**config.mk**
```make
export PLATFORM = sky130hd
export DESIGN_NAME = uart_port
export DESIGN_NICKNAME = d
export VERILOG_FILES = /design/src/rtl/uart_port_pkg.sv /design/src/rtl/uart_baud_gen.sv /design/src/rtl/uart_port.sv
export SDC_FILE = /design/constraint.sdc
export NUM_CORES = 1
export LEC_CHECK = 0
export CORE_AREA = 2 2 80 82
export DETAILED_ROUTE_END_ITERATION = 12
export DIE_AREA = 0 0 82 84
export PLACE_DENSITY = 0.69
export SLEW_MARGIN = 20
export SYNTH_ARGS = -nofsm -noshare
export SYNTH_HDL_FRONTEND = slang
export SYNTH_SLANG_ARGS = --single-unit
```
**constraint.sdc**
```tcl
create_clock -name clk -period 2.2 [get_ports clk]
set_input_delay 0.55 -clock clk [delete_from_list [all_inputs] [get_ports clk]]
set_output_delay 0.55 -clock clk [all_outputs]
set_load 0.01 [all_outputs]
```
**src/rtl/uart_port_pkg.sv**
```systemverilog
// Shared definitions for the uart_port peripheral: instruction funct codes, write-back select,
// FSM state encodings and a counter-width helper.
package uart_port_pkg;

  localparam logic [5:0] FUNCT_UART_TX = 6'b111001;
  localparam logic [5:0] FUNCT_UART_RX = 6'b111101;
  localparam logic [1:0] MEMTOREG_UART = 2'b11;

  typedef enum logic [1:0] {TxIdle, TxStart, TxData, TxStop} tx_state_e;
  typedef enum logic [1:0] {RxIdle, RxStart, RxData, RxStop} rx_state_e;

  // A divide-by-one counter still needs one bit of storage.
  function automatic int unsigned cnt_width(input int unsigned n);
    return (n > 1) ? $clog2(n) : 1;
  endfunction

endpackage

```
**src/rtl/uart_baud_gen.sv**
```systemverilog
// Free-running oversample tick divider: one-cycle o_tick every DIV clocks.
module uart_baud_gen
  import uart_port_pkg::*;
#(
  parameter int unsigned DIV = 1
) (
  input  logic i_clk,
  input  logic i_reset,
  output logic o_tick
);

  localparam int unsigned CW = cnt_width(DIV);
  localparam logic [CW-1:0] LAST = CW'(DIV - 1);

  logic [CW-1:0] r_cnt;

  always_ff @(posedge i_clk) begin
    if (i_reset) begin
      r_cnt <= '0;
    end else if (r_cnt == LAST) begin
      r_cnt <= '0;
    end else begin
      r_cnt <= r_cnt + CW'(1);
    end
  end

  assign o_tick = (r_cnt == LAST);

endmodule

```
**src/rtl/uart_port.sv**
```systemverilog
// UART peripheral executing uart_tx / uart_rx instructions with pipeline stall.
// Build option: define UART_LOOPBACK_EN to feed the RX synchronizer from the internal TX line.
module uart_port
  import uart_port_pkg::*;
#(
  parameter int unsigned CLK_FREQ   = 50_000_000,
  parameter int unsigned BAUD_RATE  = 115_200,
  parameter int unsigned OVERSAMPLE = 16
) (
  input  logic        clk,
  input  logic        reset,
  input  logic        tx_req,
  input  logic [7:0]  tx_data,
  input  logic        rx_req,
  output logic [31:0] rx_data,
  output logic        stall,
  output logic        rx_overrun,
  output logic        rx_frame_err,
  output logic        uart_txd,
  input  logic        uart_rxd
);

  localparam int unsigned DIV_RAW = CLK_FREQ / (BAUD_RATE * OVERSAMPLE);
  localparam int unsigned DIV     = (DIV_RAW < 1) ? 1 : DIV_RAW;
  localparam int unsigned OSW     = cnt_width(OVERSAMPLE);
  localparam logic [OSW-1:0] OS_LAST = OSW'(OVERSAMPLE - 1);
  localparam logic [OSW-1:0] OS_HALF = OSW'(OVERSAMPLE / 2 - 1);

  logic w_tick;

  uart_baud_gen #(
    .DIV (DIV)
  ) u_baud (
    .i_clk   (clk),
    .i_reset (reset),
    .o_tick  (w_tick)
  );

  // ---------------------------------------------------------------- transmitter
  tx_state_e      r_tx_state, w_tx_state_next;
  logic [OSW-1:0] r_tx_cnt, w_tx_cnt_next;
  logic [2:0]     r_tx_bit, w_tx_bit_next;
  logic [7:0]     r_tx_shift, w_tx_shift_next;
  logic           r_txd, w_txd_next;
  logic           w_tx_busy, w_tx_last;

  assign w_tx_busy = (r_tx_state != TxIdle);
  assign w_tx_last = (r_tx_cnt == OS_LAST);

  always_ff @(posedge clk) begin
    if (reset) begin
      r_tx_state <= TxIdle;
      r_tx_cnt   <= '0;
      r_tx_bit   <= '0;
      r_tx_shift <= '0;
      r_txd      <= 1'b1;
    end else begin
      r_tx_state <= w_tx_state_next;
      r_tx_cnt   <= w_tx_cnt_next;
      r_tx_bit   <= w_tx_bit_next;
      r_tx_shift <= w_tx_shift_next;
      r_txd      <= w_txd_next;
    end
  end

  // The line is re-registered on each tick, so it changes on the first tick after acceptance.
  always_comb begin
    w_tx_state_next = r_tx_state;
    w_tx_cnt_next   = r_tx_cnt;
    w_tx_bit_next   = r_tx_bit;
    w_tx_shift_next = r_tx_shift;
    w_txd_next      = r_txd;
    if (w_tx_busy && w_tick) begin
      w_tx_cnt_next = w_tx_last ? '0 : r_tx_cnt + OSW'(1);
    end
    unique case (r_tx_state)
      TxIdle: begin
        w_txd_next = 1'b1;
        if (tx_req) begin
          w_tx_shift_next = tx_data;
          w_tx_cnt_next   = '0;
          w_tx_bit_next   = '0;
          w_tx_state_next = TxStart;
        end
      end
      TxStart: begin
        if (w_tick) begin
          w_txd_next = 1'b0;
          if (w_tx_last) w_tx_state_next = TxData;
        end
      end
      TxData: begin
        if (w_tick) begin
          w_txd_next = r_tx_shift[r_tx_bit];
          if (w_tx_last) begin
            w_tx_bit_next = r_tx_bit + 3'd1;
            if (r_tx_bit == 3'd7) w_tx_state_next = TxStop;
          end
        end
      end
      TxStop: begin
        if (w_tick) begin
          w_txd_next = 1'b1;
          if (w_tx_last) w_tx_state_next = TxIdle;
        end
      end
      default: w_tx_state_next = TxIdle;
    endcase
  end

  assign uart_txd = r_txd;

  // ---------------------------------------------------------------- receiver
  logic w_rx_in;
`ifdef UART_LOOPBACK_EN
  assign w_rx_in = r_txd;
`else
  assign w_rx_in = uart_rxd;
`endif

  logic r_rx_sync1, r_rx_sync2, r_rx_prev;
  logic w_rx_fall;

  always_ff @(posedge clk) begin
    if (reset) begin
      r_rx_sync1 <= 1'b1;
      r_rx_sync2 <= 1'b1;
      r_rx_prev  <= 1'b1;
    end else begin
      r_rx_sync1 <= w_rx_in;
      r_rx_sync2 <= r_rx_sync1;
      r_rx_prev  <= r_rx_sync2;
    end
  end

  assign w_rx_fall = r_rx_prev & ~r_rx_sync2;

  rx_state_e      r_rx_state, w_rx_state_next;
  logic [OSW-1:0] r_rx_cnt, w_rx_cnt_next;
  logic [2:0]     r_rx_bit, w_rx_bit_next;
  logic [7:0]     r_rx_shift, w_rx_shift_next;
  logic           w_rx_deliver, w_rx_ferr_set;

  always_ff @(posedge clk) begin
    if (reset) begin
      r_rx_state <= RxIdle;
      r_rx_cnt   <= '0;
      r_rx_bit   <= '0;
      r_rx_shift <= '0;
    end else begin
      r_rx_state <= w_rx_state_next;
      r_rx_cnt   <= w_rx_cnt_next;
      r_rx_bit   <= w_rx_bit_next;
      r_rx_shift <= w_rx_shift_next;
    end
  end

  always_comb begin
    w_rx_state_next = r_rx_state;
    w_rx_cnt_next   = r_rx_cnt;
    w_rx_bit_next   = r_rx_bit;
    w_rx_shift_next = r_rx_shift;
    w_rx_deliver    = 1'b0;
    w_rx_ferr_set   = 1'b0;
    unique case (r_rx_state)
      RxIdle: begin
        if (w_rx_fall) begin
          w_rx_cnt_next   = '0;
          w_rx_bit_next   = '0;
          w_rx_state_next = RxStart;
        end
      end
      RxStart: begin
        if (w_tick) begin
          if (r_rx_cnt == OS_HALF) begin
            w_rx_cnt_next   = '0;
            w_rx_state_next = r_rx_sync2 ? RxIdle : RxData;
          end else begin
            w_rx_cnt_next = r_rx_cnt + OSW'(1);
          end
        end
      end
      RxData: begin
        if (w_tick) begin
          if (r_rx_cnt == OS_LAST) begin
            w_rx_cnt_next   = '0;
            w_rx_shift_next = {r_rx_sync2, r_rx_shift[7:1]};
            w_rx_bit_next   = r_rx_bit + 3'd1;
            if (r_rx_bit == 3'd7) w_rx_state_next = RxStop;
          end else begin
            w_rx_cnt_next = r_rx_cnt + OSW'(1);
          end
        end
      end
      RxStop: begin
        if (w_tick) begin
          if (r_rx_cnt == OS_LAST) begin
            w_rx_cnt_next   = '0;
            w_rx_state_next = RxIdle;
            w_rx_deliver    = r_rx_sync2;
            w_rx_ferr_set   = ~r_rx_sync2;
          end else begin
            w_rx_cnt_next = r_rx_cnt + OSW'(1);
          end
        end
      end
      default: w_rx_state_next = RxIdle;
    endcase
  end

  // ---------------------------------------------------------------- holding register
  logic [7:0] r_rx_hold;
  logic       r_rx_valid, r_rx_overrun, r_rx_frame_err;
  logic       w_rx_consume;

  assign w_rx_consume = rx_req & r_rx_valid;

  always_ff @(posedge clk) begin
    if (reset) begin
      r_rx_hold      <= '0;
      r_rx_valid     <= 1'b0;
      r_rx_overrun   <= 1'b0;
      r_rx_frame_err <= 1'b0;
    end else begin
      if (w_rx_deliver) begin
        // A same-cycle read frees the slot, so the new byte is kept instead of dropped.
        if (r_rx_valid && !w_rx_consume) begin
          r_rx_overrun <= 1'b1;
        end else begin
          r_rx_hold  <= r_rx_shift;
          r_rx_valid <= 1'b1;
        end
      end else if (w_rx_consume) begin
        r_rx_valid <= 1'b0;
      end
      if (w_rx_ferr_set) r_rx_frame_err <= 1'b1;
    end
  end

  assign rx_data      = {24'h0, r_rx_hold};
  assign rx_overrun   = r_rx_overrun;
  assign rx_frame_err = r_rx_frame_err;
  assign stall        = (tx_req & w_tx_busy) | (rx_req & ~r_rx_valid);

endmodule

```
==> metrics.log <==
INFO  metric outcome = finished clean
INFO  metric grt_setup_unrepaired = false
INFO  metric cp_cell_sequence = clkdlybuf4s50_1, inv_1, o22ai_1, dlygate4sd2_1
INFO  metric finalCritPeriodShare = 0.964
INFO  metric drt.antenna.violating_nets = 0
INFO  metric cp_slowest_cell = sky130_fd_sc_hd__clkdlybuf4s50_1
INFO  metric grt_max_degree = 29
INFO  metric clock_sink_count = 54
INFO  metric syn2layout_area_growth = 15.0%
INFO  metric wl_per_cell = 12.0 µm
INFO  metric dieArea = 0.00689 mm²
INFO  metric cts_max_level = 2
INFO  metric groute.layer.met2.usage = 0.241
INFO  metric report.final.hold_viol_count = 0
INFO  metric die-width = 82 µm
INFO  metric sequential_to_total_area_share_from_yosys_stat = 0.409
INFO  metric post_synth_num_cell_types = 47
INFO  metric clk_pin_slew = 0.09 ns
INFO  metric cts_tree = done
INFO  metric cts_root_buf = sky130_fd_sc_hd__clkbuf_8
INFO  metric min_path_type = flop to flop
INFO  metric critical_path_required = 1.65 ns
INFO  metric grt_use_met1 = 0.194
INFO  metric dr.pass1.iters = 4
INFO  metric vias = 2045
INFO  metric row_count = 29
INFO  metric synth-edff-count = 0
INFO  metric routability_congestion_estimate_from_global_placement = 0.810
INFO  metric clock_period_minus_worst_slack = 2.12 ns
INFO  metric synth_area_per_cell = 9.05 µm²
INFO  metric antenna_found_initial = 0
INFO  metric timing.final.max_slew_violations = 0
INFO  metric critical_path.startpoint_type = input pin
INFO  metric groute.usage.overall = 0.147
INFO  metric clock_tree.buffer_depth = 2
INFO  metric layout_commonest_cell = sky130_fd_sc_hd__dfxtp_1
INFO  metric syn_area = 0.00264 mm²
INFO  metric start_util = 0.434
INFO  metric post-synth-top-area-cell = sky130_fd_sc_hd__dfxtp_1
INFO  metric power.density_cell_area = 760 mW/mm²
INFO  metric total_power = 2.31 mW
INFO  metric drive_gt1_frac = 0.0875
INFO  metric fp.dieH = 84 µm
INFO  metric antenna_cells = 0
INFO  metric cts_hold_buf = 0
INFO  metric worst-r2r-setup-slack = 0.33 ns
INFO  metric detail_route.wirelength = 4.78 mm
INFO  metric dominantRegCellSynth = sky130_fd_sc_hd__dfxtp_1
INFO  metric drc_errors = 0
INFO  metric design.core.area = 0.00610 mm²
INFO  metric ys_warn_count = 0
INFO  metric cp_max_fo = 3
INFO  metric netlist_top_cells_area = sky130_fd_sc_hd__dfxtp_1 41%, sky130_fd_sc_hd__mux2i_1 8.0%, sky130_fd_sc_hd__buf_4 6.8%
INFO  metric route.detailed.vias_per_inst = 5.15
INFO  metric ir_worst_vdd = 0.000439 V
INFO  metric report.final.setup_viol = 0
INFO  metric timing.critical_path.max_delay_family = buffers and inverters
INFO  metric regToRegStartpoint = u_baud.r_cnt[0]
INFO  metric dr.first_iter.drc_count = 122
INFO  metric post_synth_top_area_share = 0.409
INFO  metric placement.io_buffers = 24
INFO  metric grt_pass1_vias = 1874
INFO  metric yosys_register_bits = 54
INFO  metric critical-path-max-stage-delay = 0.50 ns
INFO  metric grt_overflow = 0
INFO  metric async_reset_ff_frac = 0
INFO  metric instances_no_fill = 397
INFO  metric grt_pass1_wl = 8.20 mm
INFO  metric nets = 344
INFO  metric numPlacedInstances = 389
INFO  metric syn_inst = 292
INFO  metric numCtsBuffers = 5
INFO  metric r2r-end = r_rx_hold[1]
INFO  metric most-common-layout-cells = 54 x sky130_fd_sc_hd__dfxtp_1, 31 x sky130_fd_sc_hd__nor2_1, 24 x sky130_fd_sc_hd__conb_1, 23 x sky130_fd_sc_hd__clkdlybuf4s50_1, 21 x sky130_fd_sc_hd__mux2i_1
INFO  metric boundaryPins = 49
INFO  metric fmaxAchievable = 471 MHz
INFO  metric crit_path_category = input pin to output port
INFO  metric setup_total_negative_slack = 0 ns
INFO  metric rr_worst_depth = 7
INFO  metric worst_hold_path.endpoint = r_rx_sync2
INFO  metric worst_clock_skew = 0.00703 ns
INFO  metric hold_path_cell_cnt = 1
INFO  metric crit_path_arrival_time = 1.57 ns
INFO  metric static-leakage-power = 1.26 nW
INFO  metric worst-path-buf-inv = 3
INFO  metric drv.max_cap_violation_count = 0
INFO  metric routing_usage_on_met3 = 0.0271
INFO  metric endpoint_kind = output port
INFO  metric hold_path_startpoint = r_rx_sync1
INFO  metric insertion_delay = 0.30 ns
INFO  metric grt-busiest-layer = met2
INFO  metric place_hpwl = 3.46 mm
==> metal layers <==
layer  wire [µm]  share of wire  vias up
li1            -              -     1025
met1        2250           0.47      969
met2        2280           0.48       44
met3         196          0.041        7
met4          48          0.010        0
met5           0              0        -
==> flip-flops by register name, indices dropped and copies added (netlist names), named ones only <==
register	count
r_rx_bit	3
r_rx_valid	1
u_baud.r_cnt	5
rx_overrun	1
r_rx_sync1	1
r_tx_cnt	4
r_tx_shift	8
uart_txd	1
r_rx_state	1
rx_frame_err	1
r_rx_hold	8
r_tx_bit	3
r_rx_sync2	1
r_rx_cnt	4
r_rx_prev	1
r_tx_state	2
r_rx_shift	8
==> Yosys cell counts (2+ instances only) <==
library cell	count
sky130_fd_sc_hd__nand2b_1	3
sky130_fd_sc_hd__xnor2_1	4
sky130_fd_sc_hd__a22oi_1	3
sky130_fd_sc_hd__buf_4	24
sky130_fd_sc_hd__a21oi_1	18
sky130_fd_sc_hd__a31oi_1	2
sky130_fd_sc_hd__nor3_1	9
sky130_fd_sc_hd__mux4_2	2
sky130_fd_sc_hd__buf_1	2
sky130_fd_sc_hd__nand4_1	4
sky130_fd_sc_hd__nand4b_1	2
sky130_fd_sc_hd__and3_1	2
sky130_fd_sc_hd__inv_1	9
sky130_fd_sc_hd__nor2b_1	2
sky130_fd_sc_hd__nand2_1	19
sky130_fd_sc_hd__o21ai_0	10
sky130_fd_sc_hd__a22o_1	2
sky130_fd_sc_hd__o22ai_1	2
sky130_fd_sc_hd__ha_1	12
sky130_fd_sc_hd__dfxtp_1	54
sky130_fd_sc_hd__a221oi_1	2
sky130_fd_sc_hd__nand3b_1	2
sky130_fd_sc_hd__nor2_1	31
sky130_fd_sc_hd__nand3_1	15
sky130_fd_sc_hd__buf_2	2
sky130_fd_sc_hd__or2_2	3
sky130_fd_sc_hd__o21a_1	4
sky130_fd_sc_hd__clkbuf_1	9
sky130_fd_sc_hd__mux2i_1	21
==> area by class of cell <==
| class | count | area [µm²] |
|---|---|---|
| fillers | 582 | 3060 |
| multi-input cells | 214 | 1380 |
| flip-flops and latches | 54 | 1080 |
| repair buffers | 35 | 334 |
| well taps | 77 | 96.3 |
| clock buffers | 5 | 68.8 |
| clock inverters | 3 | 47.5 |
| inverters | 9 | 33.8 |
==> power breakdown <==
part           total [mW]  switching [mW]  internal (mW)
logic               0.521           0.303          0.217
clock network       0.674           0.329          0.345
registers            1.11          0.0657           1.05
==> per-stage QoR <==
step | setup slack, ns | utilization | hold slack (ns) | cell area (µm²)
after floorplan | 0.336 | - | 0.389 | 2730
after global placement | -0.220 | 0.480 | 0.394 | 2930
after detailed placement | -0.217 | 0.480 | 0.401 | 2930
after CTS | 0.0615 | 0.499 | 0.424 | 3040
after global routing | 0.0129 | 0.499 | 0.440 | 3040
final | 0.0783 | 0.499 | 0.423 | 3040
==> worst max path at each step <==
stage                              from    end  slack, ns  cells after the start
after floorplan           r_tx_state[0]  stall       0.34                      5
after CTS                        tx_req  stall       0.06                      4
final                            tx_req  stall       0.08                      4
after global routing             tx_req  stall       0.01                      4
after global placement           tx_req  stall      -0.22                      4
after detailed placement         tx_req  stall      -0.22                      4
==> cells by family (layout without fill, tap and decap cells) <==
kind of cell             Yosys count  count (layout)  synth area share
AO/OA/AOI/OAI                     50              50             0.118
XOR/XNOR                           5               5            0.0166
other                              1              24           0.00142
buffers and inverters             47              52             0.102
AND/OR/NAND/NOR                   99              99             0.195
flip-flops                        54              54             0.409
multiplexers                      24              24             0.101
adder cells (fa/ha/maj)           12              12            0.0568
==> repair_timing <==
action	4_1_cts	5_1_grt
hold endpoints to repair	0	0
gates resized for setup	1	0
buffers inserted	0	0
setup endpoints to repair	1	0
No activity file was read; power rests on OpenSTA's default activity.
